### config.mk
export PLATFORM = sky130hd
export DESIGN_NAME = seg_display_pager
export DESIGN_NICKNAME = d
export VERILOG_FILES = /design/src/rtl/seg_display_pager.sv
export SDC_FILE = /design/constraint.sdc
export NUM_CORES = 1
export LEC_CHECK = 0
export CAP_MARGIN = 15
export CORE_MARGIN = 4
export CORE_UTILIZATION = 40
export CTS_BUF_LIST = sky130_fd_sc_hd__clkbuf_4 sky130_fd_sc_hd__clkbuf_8
export CTS_CLUSTER_SIZE = 16
export DETAILED_ROUTE_END_ITERATION = 16
export SETUP_SLACK_MARGIN = 0.02
export SLEW_MARGIN = 5
export SYNTH_ARGS = -nofsm -noshare
export SYNTH_HDL_FRONTEND = slang
export SYNTH_SLANG_ARGS = --single-unit
### constraint.sdc
create_clock -name clk -period 8.2 [get_ports clk]
set_input_delay 2.05 -clock clk [delete_from_list [all_inputs] [get_ports clk]]
set_output_delay 2.05 -clock clk [all_outputs]
set_load 0.01 [all_outputs]
### src/rtl/seg_display_pager.sv
// Time-multiplexed hex display driver: snapshots a wide word on load and pages
// through it NUM_DIGITS nibbles at a time on an active-low 7-segment bank.
module seg_display_pager #(
  parameter  int NUM_DIGITS = 8,
  parameter  int DATA_W     = 128,
  parameter  int SCAN_DIV   = 100000,
  parameter  int PAGE_DIV   = 500000000,
  localparam int NUM_PAGES  = DATA_W / (4 * NUM_DIGITS),
  localparam int PW         = (NUM_PAGES > 1) ? $clog2(NUM_PAGES) : 1
) (
  input  logic                  clk,
  input  logic                  rst_n,
  input  logic [DATA_W-1:0]     data_in,
  input  logic                  load,
  input  logic                  auto_en,
  input  logic                  next_page,
  input  logic                  blank,
  output logic [6:0]            seg,
  output logic                  dp,
  output logic [NUM_DIGITS-1:0] an,
  output logic [PW-1:0]         page,
  output logic                  page_wrap
);

  localparam int DW = $clog2(NUM_DIGITS);
  localparam int SW = $clog2(SCAN_DIV);
  localparam int CW = $clog2(PAGE_DIV);
  localparam int IW = $clog2(DATA_W);

  localparam logic [SW-1:0] SCAN_LAST  = SW'(SCAN_DIV - 1);
  localparam logic [CW-1:0] PCNT_LAST  = CW'(PAGE_DIV - 1);
  localparam logic [DW-1:0] DIGIT_LAST = DW'(NUM_DIGITS - 1);
  localparam logic [PW-1:0] PAGE_LAST  = PW'(NUM_PAGES - 1);

  logic [DATA_W-1:0]     snapshot_q, snapshot_d;
  logic [PW-1:0]         page_q, page_d;
  logic                  page_wrap_q, page_wrap_d;
  logic [DW-1:0]         digit_q, digit_d;
  logic [SW-1:0]         scan_cnt_q, scan_cnt_d;
  logic [CW-1:0]         page_cnt_q, page_cnt_d;
  logic [6:0]            seg_q, seg_d;
  logic                  dp_q, dp_d;
  logic [NUM_DIGITS-1:0] an_q, an_d;

  logic                  advance;
  logic [IW-1:0]         nib_lo;
  logic [3:0]            nibble;

  function automatic logic [6:0] hex_to_seg(input logic [3:0] h);
    case (h)
      4'h0: return 7'h40;  4'h1: return 7'h79;  4'h2: return 7'h24;  4'h3: return 7'h30;
      4'h4: return 7'h19;  4'h5: return 7'h12;  4'h6: return 7'h02;  4'h7: return 7'h78;
      4'h8: return 7'h00;  4'h9: return 7'h10;  4'hA: return 7'h08;  4'hB: return 7'h03;
      4'hC: return 7'h46;  4'hD: return 7'h21;  4'hE: return 7'h06;  default: return 7'h0E;
    endcase
  endfunction

  always_comb begin
    scan_cnt_d = (scan_cnt_q == SCAN_LAST) ? '0 : scan_cnt_q + 1'b1;
    digit_d    = digit_q;
    if (scan_cnt_q == SCAN_LAST) begin
      digit_d = (digit_q == DIGIT_LAST) ? '0 : digit_q + 1'b1;
    end

    // load wins outright; otherwise a strobe and an auto terminal merge into one step
    snapshot_d  = snapshot_q;
    page_d      = page_q;
    page_cnt_d  = page_cnt_q;
    page_wrap_d = 1'b0;
    advance     = next_page || (auto_en && (page_cnt_q == PCNT_LAST));
    if (load) begin
      snapshot_d = data_in;
      page_d     = '0;
      page_cnt_d = '0;
    end else begin
      if (advance) begin
        page_cnt_d = '0;
      end else if (auto_en) begin
        page_cnt_d = page_cnt_q + 1'b1;
      end
      if (advance) begin
        if (page_q == PAGE_LAST) begin
          page_d      = '0;
          page_wrap_d = 1'b1;
        end else begin
          page_d = page_q + 1'b1;
        end
      end
    end

    // page 0 holds the top nibbles, so it sits at the highest nibble group
    nib_lo = IW'(4 * ((NUM_PAGES - 1 - int'(page_q)) * NUM_DIGITS + int'(digit_q)));
    nibble = 4'(snapshot_q >> nib_lo);

    an_d  = ~(NUM_DIGITS'(1) << digit_q);
    seg_d = hex_to_seg(nibble);
    dp_d  = !(int'(digit_q) == int'(page_q));
    if (blank) begin
      an_d  = '1;
      seg_d = 7'h7F;
      dp_d  = 1'b1;
    end
  end

  always_ff @(posedge clk or negedge rst_n) begin
    if (!rst_n) begin
      snapshot_q  <= '0;
      page_q      <= '0;
      page_wrap_q <= 1'b0;
      digit_q     <= '0;
      scan_cnt_q  <= '0;
      page_cnt_q  <= '0;
      seg_q       <= 7'h7F;
      dp_q        <= 1'b1;
      an_q        <= '1;
    end else begin
      snapshot_q  <= snapshot_d;
      page_q      <= page_d;
      page_wrap_q <= page_wrap_d;
      digit_q     <= digit_d;
      scan_cnt_q  <= scan_cnt_d;
      page_cnt_q  <= page_cnt_d;
      seg_q       <= seg_d;
      dp_q        <= dp_d;
      an_q        <= an_d;
    end
  end

  assign seg       = seg_q;
  assign dp        = dp_q;
  assign an        = an_q;
  assign page      = page_q;
  assign page_wrap = page_wrap_q;

endmodule
== Word-level counts from Yosys, hierarchy flattened ==
Memory sizes are Yosys's and may differ from the RTL's.
Cells that the tools add are included.

* Input bits: 134
* Bits in read-only memories: 112
* Memories kept: 1
* Register bits: 196

{| class="wikitable"
|+ Memory list
! name !! words !! width !! read ports !! clocked after memory_dff !! write ports !! line !! source
|-
| (name not given) || 16 || 7 || 1 || 0 || 0 || 50 || <nowiki>case (h)</nowiki>
|}

* Mux-type cells: 14
* Bitwise operators: 1
* $add $sub $neg: 6
* Eq/ne operators: 5
* Reductions and logical operators: 5
* Shifts and indexed selects: 2

{| class="wikitable"
|+ Operators with widths
! operator !! number
|-
| $shr A128 B7 Y4 || 1
|-
| $mux W29 || 3
|-
| $add A29 B1 Y29 const B || 1
|-
| $eq A29 B29 Y1 const B || 1
|-
| $add A17 B1 Y17 const B || 1
|-
| $eq A17 B17 Y1 const B || 1
|-
| $mux W17 || 1
|-
| $mux W8 || 1
|-
| $not A8 Y8 || 1
|-
| $shl A1 B3 Y8 const A || 1
|-
| $mux W7 || 1
|-
| $mux W2 || 3
|-
| $add A5 B4 Y5 || 1
|-
| $mux W1 || 4
|-
| $add A3 B1 Y3 const B || 1
|-
| $eq A3 B3 Y1 || 1
|-
| $eq A3 B3 Y1 const B || 1
|-
| $mux W3 || 1
|-
| $reduce_bool A3 Y1 || 1
|-
| $add A2 B1 Y2 const B || 1
|-
| $eq A2 B2 Y1 const B || 1
|-
| $reduce_bool A2 Y1 || 1
|-
| $sub A2 B2 Y2 const A || 1
|-
| $logic_and A1 B1 Y1 || 1
|-
| other kinds (2) || 2
|}

== Longest topological paths before layout ==
* Depth in word-level cells: 5
* Mapped depth: 12
* Gate-level depth less buffers: 10

== Worst setup path before layout ==
Ideal clock, no wire load.

* Path type: input port to flip-flop
* From: input port auto_en
* To: register page_cnt_q[17]
* Slack: 4.733 ns
* Data required time: 8.068 ns
* Cell stages on the path: 8
* Arrival: 3.335 ns
* Buffers on the path: 2
* Cell sequence: nand2_1 -> nor3b_1 -> nand4_1 -> nor4_1 -> or3_1 -> buf_2 -> buf_1 -> nor2_1

* Cells in the longest elaborated chain, start to end: 4

{| class="wikitable"
|+ RTL lines
! what !! line !! source
|-
| start, declared || 15 || <nowiki>input logic auto_en,</nowiki>
|-
| $logic_and A1 B1 Y1 || 70 || <nowiki>advance = next_page || (auto_en && (page_cnt_q == PCNT_LAST));</nowiki>
|-
| $logic_or A1 B1 Y1 || 70 ||
|-
| $mux W29 || 76 || <nowiki>if (advance) begin</nowiki>
|-
| $mux W29 || 71 || <nowiki>if (load) begin</nowiki>
|-
| end signal, assigned || 122 || <nowiki>page_cnt_q <= page_cnt_d;</nowiki>
|-
| end, declared || 40 || <nowiki>logic [CW-1:0] page_cnt_q, page_cnt_d;</nowiki>
|}

Parallel ways exist; a longest one is shown, timed or not.
A chain may end at the register's enable or synchronous reset.

== Worst setup path in the final report ==
* From: input port auto_en
* To: register page_cnt_q[3]

Same word-level chain as after synthesis.

==> flow_summary_export.csv <==
group,metric,value,unit
run_status,status,"finished clean",
yosys,synthesis.instances,701,
cells_and_area,nNetsFinal,989,
die,core.rowCount,54,
yosys,post_syn_nets,850,
placement,gpl.final_weighted_congestion,0.8105,
yosys,synth_top_cell_by_area,"sky130_fd_sc_hd__dfrtp_1",
sta,timing.setup.tns,0,ps
die,initial_cell_density_of_the_core,0.4114,
cells_and_area,antenna_cells,0,
setup_path,worstSetupStartpoint,"auto_en",
setup_path,worst_setup_path_end_kind,"flop",
clock_tree,postCtsSetupBuffers,0,
clock_tree,cts.clk_slew.worst_paths,100,ps
setup_path,cp_data_arrival_time,4320,ps
route,firstDrtPassIters,4,
die,die_area,25200,um2
yosys,yosysTopAreaCellShare,0.4955,
clock_tree,postCtsHoldBufs,0,
power,power_density,181.9,nW/um2
sta,worst_pin_slew,1006,ps
cells_and_area,fin_area,11270,um2
setup_path,worstPathMaxFanout,29,
sta,timing.clock.skew,19.02,ps
job,max_cap_viol_count,0,
power,ir_drop,0.1004,mV
global_route,grt_use_total,0.1734,
min_path,hold_path.startpoint,"scan_cnt_q[4]$_DFF_PN0_",
setup_path,required_time_of_the_worst_setup_path,8510,ps
die,die_width,158.7,um
clock_tree,maximum_number_of_buffers_from_clock_root_to_sink,2,
global_route,grt_max_degree,120,
sta,rsz0062_at_grt,"false",
clock_tree,tritoncts.num_buffers,17,
global_route,gr-total-overflow,0,
clock_tree,cts.sinks,196,
min_path,hp-class,"reg -> reg",
placement,dpl-instance-area,10830,um2
placement,hpwl,15.12,mm
route,routed-via-count,5960,
setup_path,critPathTopFamily,"simple AND/OR/NAND/NOR gates",
route,ant_nets,0,
cells_and_area,areaGrowthSynthToFinish,23.94,%
yosys,total_of_warnings_raised_by_yosys,0,
clock_tree,clock_latency,460,ps
route,initialDrtViolationCount,258,
setup_path,count_of_buffering_cells_on_the_critical_path_with_inverters_included,1,
clock_tree,cts_resized,0,
clock_tree,root_buffer,"sky130_fd_sc_hd__clkbuf_8",
sta,timing.final.crit_period,4019,ps
global_route,number_of_antenna_violations_at_the_first_check_in_global_routing,0,
die,core_region_area,22090,um2
setup_path,cp_slowest_cell,"sky130_fd_sc_hd__or3_1",
cells_and_area,layout.area.seq,4927,um2
yosys,area_of_the_mapped_netlist,9090,um2
setup_path,largest_incremental_delay_on_the_critical_path,810,ps
sta,timing.final.hold_violations,0,
die,boundaryPins,153,
route,detail_route.wl_per_cell,18.86,um
yosys,synth.yosys.seq_area_share,0.5418,
sta,max_freq,0.2488,GHz
yosys,syn_area_cell,12.97,um2
clock_tree,cts_tree,"yes",
route,drc_errors,0,
die,die_h,158.7,um
setup_path,rr_startpoint,"digit_q[1]$_DFFE_PN0N_",
setup_path,critical_path_class,"in -> reg",
sta,max_slew_margin,0.3268,
global_route,global_route_wire_length_before_repair,35.27,mm
placement,io_buffers,152,
clock_tree,cts_max_level,4,
sta,drv_slew,0,
power,power.static_leakage,4.492,nW
route,vias_per_cell,5.270,
yosys,netlist-cell-type-count,43,
route,finalWirelength,21.33,mm
cells_and_area,fraction_of_layout_cells_with_a_size_suffix_above_1,0.2456,
cells_and_area,number_of_filler_cells_placed_in_the_layout,1882,
yosys,synth.ff_latch_count,196,
sta,setup_viol,0,
sta,post-route-worst-setup-slack,4181,ps
placement,dpl_worst_slack,3646,ps
setup_path,cp_cell_sequence,"clkdlybuf4s50_1 > nand2_1 > nor3b_1 > nand4_1 > nor4_1 > or3_1 > nor2_1",
setup_path,crit_path_start_kind,"input port",
yosys,synth_area_leaders,"sky130_fd_sc_hd__dfrtp_1 50%, sky130_fd_sc_hd__mux2_2 16%, sky130_fd_sc_hd__mux4_2 5.9%",
sta,post-route-period-util,0.4901,
global_route,first_global_vias,6690,
cells_and_area,multi_input_comb_area,3954,um2
stage by stage:
step	hold WS, ps	util	total power, mW	std cells
finish	479.3	0.5099	2.049	1131
global route	492.5	0.5099	2.145	1131
CTS	480.5	0.5099	2.078	1131
detailed placement	467.2	0.4903	1.389	1101
global placement	460.8	0.4903	1.373	1101
floorplan	446.5	-	1.242	701
final cells by class:
type                            instances  share of cell area
Inverter                               13            0.004331
Clock inverter                         11             0.01577
Multi-Input combinational cell        456              0.3510
Sequential cell                       196              0.4374
Timing Repair Buffer                  156              0.1378
Clock buffer                           19             0.02266
Tap cell                              280             0.03110
Yosys cell counts:
master and count:
sky130_fd_sc_hd__nand3_1 26, sky130_fd_sc_hd__o311ai_1 1, sky130_fd_sc_hd__inv_2 1, sky130_fd_sc_hd__xnor2_1 21, sky130_fd_sc_hd__nand2_1 45, sky130_fd_sc_hd__nand4_1 12, sky130_fd_sc_hd__clkbuf_1 20, sky130_fd_sc_hd__a311o_1 1
sky130_fd_sc_hd__inv_1 12, sky130_fd_sc_hd__dfrtp_1 180, sky130_fd_sc_hd__nor2_1 60, sky130_fd_sc_hd__mux4_2 24, sky130_fd_sc_hd__o211ai_1 1, sky130_fd_sc_hd__a31oi_1 2, sky130_fd_sc_hd__nor3_1 6, sky130_fd_sc_hd__and3_1 5
sky130_fd_sc_hd__ha_1 15, sky130_fd_sc_hd__nor4bb_1 1, sky130_fd_sc_hd__a2bb2oi_1 1, sky130_fd_sc_hd__buf_6 1, sky130_fd_sc_hd__and4_1 3, sky130_fd_sc_hd__o21ai_1 4, sky130_fd_sc_hd__a221o_1 1, sky130_fd_sc_hd__and2_1 4
sky130_fd_sc_hd__a22oi_1 11, sky130_fd_sc_hd__mux2i_1 29, sky130_fd_sc_hd__a311oi_1 1, sky130_fd_sc_hd__buf_4 1, sky130_fd_sc_hd__or4b_1 2, sky130_fd_sc_hd__nand3b_1 1, sky130_fd_sc_hd__or3_1 2, sky130_fd_sc_hd__o21ai_0 3
sky130_fd_sc_hd__a21oi_1 5, sky130_fd_sc_hd__a21oi_4 1, sky130_fd_sc_hd__nor3b_1 2, sky130_fd_sc_hd__buf_1 1, sky130_fd_sc_hd__nor4_1 4, sky130_fd_sc_hd__buf_2 13, sky130_fd_sc_hd__mux2_2 129, sky130_fd_sc_hd__xor2_1 23
sky130_fd_sc_hd__nor4b_1 3, sky130_fd_sc_hd__nor2b_1 7, sky130_fd_sc_hd__dfstp_2 16
state kept, by name, indices dropped and copies added (netlist names):
name	cells
an	8
digit_q	3
dp	1
page	2
page_cnt_q	29
page_wrap	1
scan_cnt_q	17
seg	7
snapshot_q	128
metal layers:
layer / GRT usage / part of all wire
met5: 0 / 0
met4: 0.04615 / 0.010
met3: 0.05884 / 0.069
met2: 0.2898 / 0.50
met1: 0.2174 / 0.42
worst paths after layout:
| kind | end | slack, ps | cells after the start |
|---|---|---|---|
| worst max-delay path | page_cnt_q[3]$_DFFE_PN0P_ | 4180 | 7 |
| worst min-delay path | scan_cnt_q[4]$_DFF_PN0_ | 480 | 1 |
| worst max register to register | seg[4]$_DFF_PN1_ | 4710 | 11 |
| worst min register to register | scan_cnt_q[4]$_DFF_PN0_ | 480 | 1 |
| max in group asynchronous | snapshot_q[82]$_DFFE_PN0P_ | 4880 | 2 |
| min in group asynchronous | snapshot_q[28]$_DFFE_PN0P_ | 1700 | 1 |
kinds of logic (layout without fill, tap and decap cells):
| group | after synthesis | count (layout) | synth area share |
|---|---|---|---|
| adders and majority gates | 15 | 15 | 0.02065 |
| muxes | 182 | 182 | 0.2512 |
| DFF | 196 | 196 | 0.5418 |
| AOI/OAI and AO/OA | 32 | 32 | 0.02478 |
| xor gates and xnor gates | 44 | 44 | 0.04240 |
| buffers and inverters | 49 | 199 | 0.02326 |
| and+or+nand+nor | 183 | 183 | 0.09594 |
layout by cell type (no fill, tap or decap), types with 3 or more instances in the layout:
cell	Yosys	final
sky130_fd_sc_hd__dfstp_2	16	16
sky130_fd_sc_hd__clkdlybuf4s50_1	0	150
sky130_fd_sc_hd__dfrtp_1	180	178
sky130_fd_sc_hd__and2_1	4	4
sky130_fd_sc_hd__mux2_2	129	129
sky130_fd_sc_hd__nor3_1	6	6
sky130_fd_sc_hd__inv_1	12	12
sky130_fd_sc_hd__nor4_1	4	4
sky130_fd_sc_hd__buf_4	1	5
sky130_fd_sc_hd__nor2_1	60	60
sky130_fd_sc_hd__o21ai_1	4	4
sky130_fd_sc_hd__xor2_1	23	23
sky130_fd_sc_hd__ha_1	15	15
sky130_fd_sc_hd__mux4_2	24	24
sky130_fd_sc_hd__and4_1	3	3
sky130_fd_sc_hd__nand3_1	26	26
sky130_fd_sc_hd__a21oi_1	5	5
sky130_fd_sc_hd__xnor2_1	21	21
sky130_fd_sc_hd__clkbuf_8	0	19
sky130_fd_sc_hd__bufinv_16	0	4
sky130_fd_sc_hd__nor4b_1	3	3
sky130_fd_sc_hd__clkinv_4	0	3
sky130_fd_sc_hd__mux2i_1	29	29
sky130_fd_sc_hd__nor2b_1	7	7
sky130_fd_sc_hd__clkinvlp_4	0	3
sky130_fd_sc_hd__a22oi_1	11	11
sky130_fd_sc_hd__nand2_1	45	45
sky130_fd_sc_hd__nand4_1	12	12
sky130_fd_sc_hd__and3_1	5	5
sky130_fd_sc_hd__o21ai_0	3	3
where the power goes:
| part | internal [mW] | leakage, nW | switching, mW |
|---|---|---|---|
| Combinational | 0.169 | 1.91 | 0.114 |
| Sequential | 1.04 | 2.37 | 0.0389 |
| Clock | 0.343 | 0.208 | 0.341 |
No activity file was read; power rests on OpenSTA's default activity.
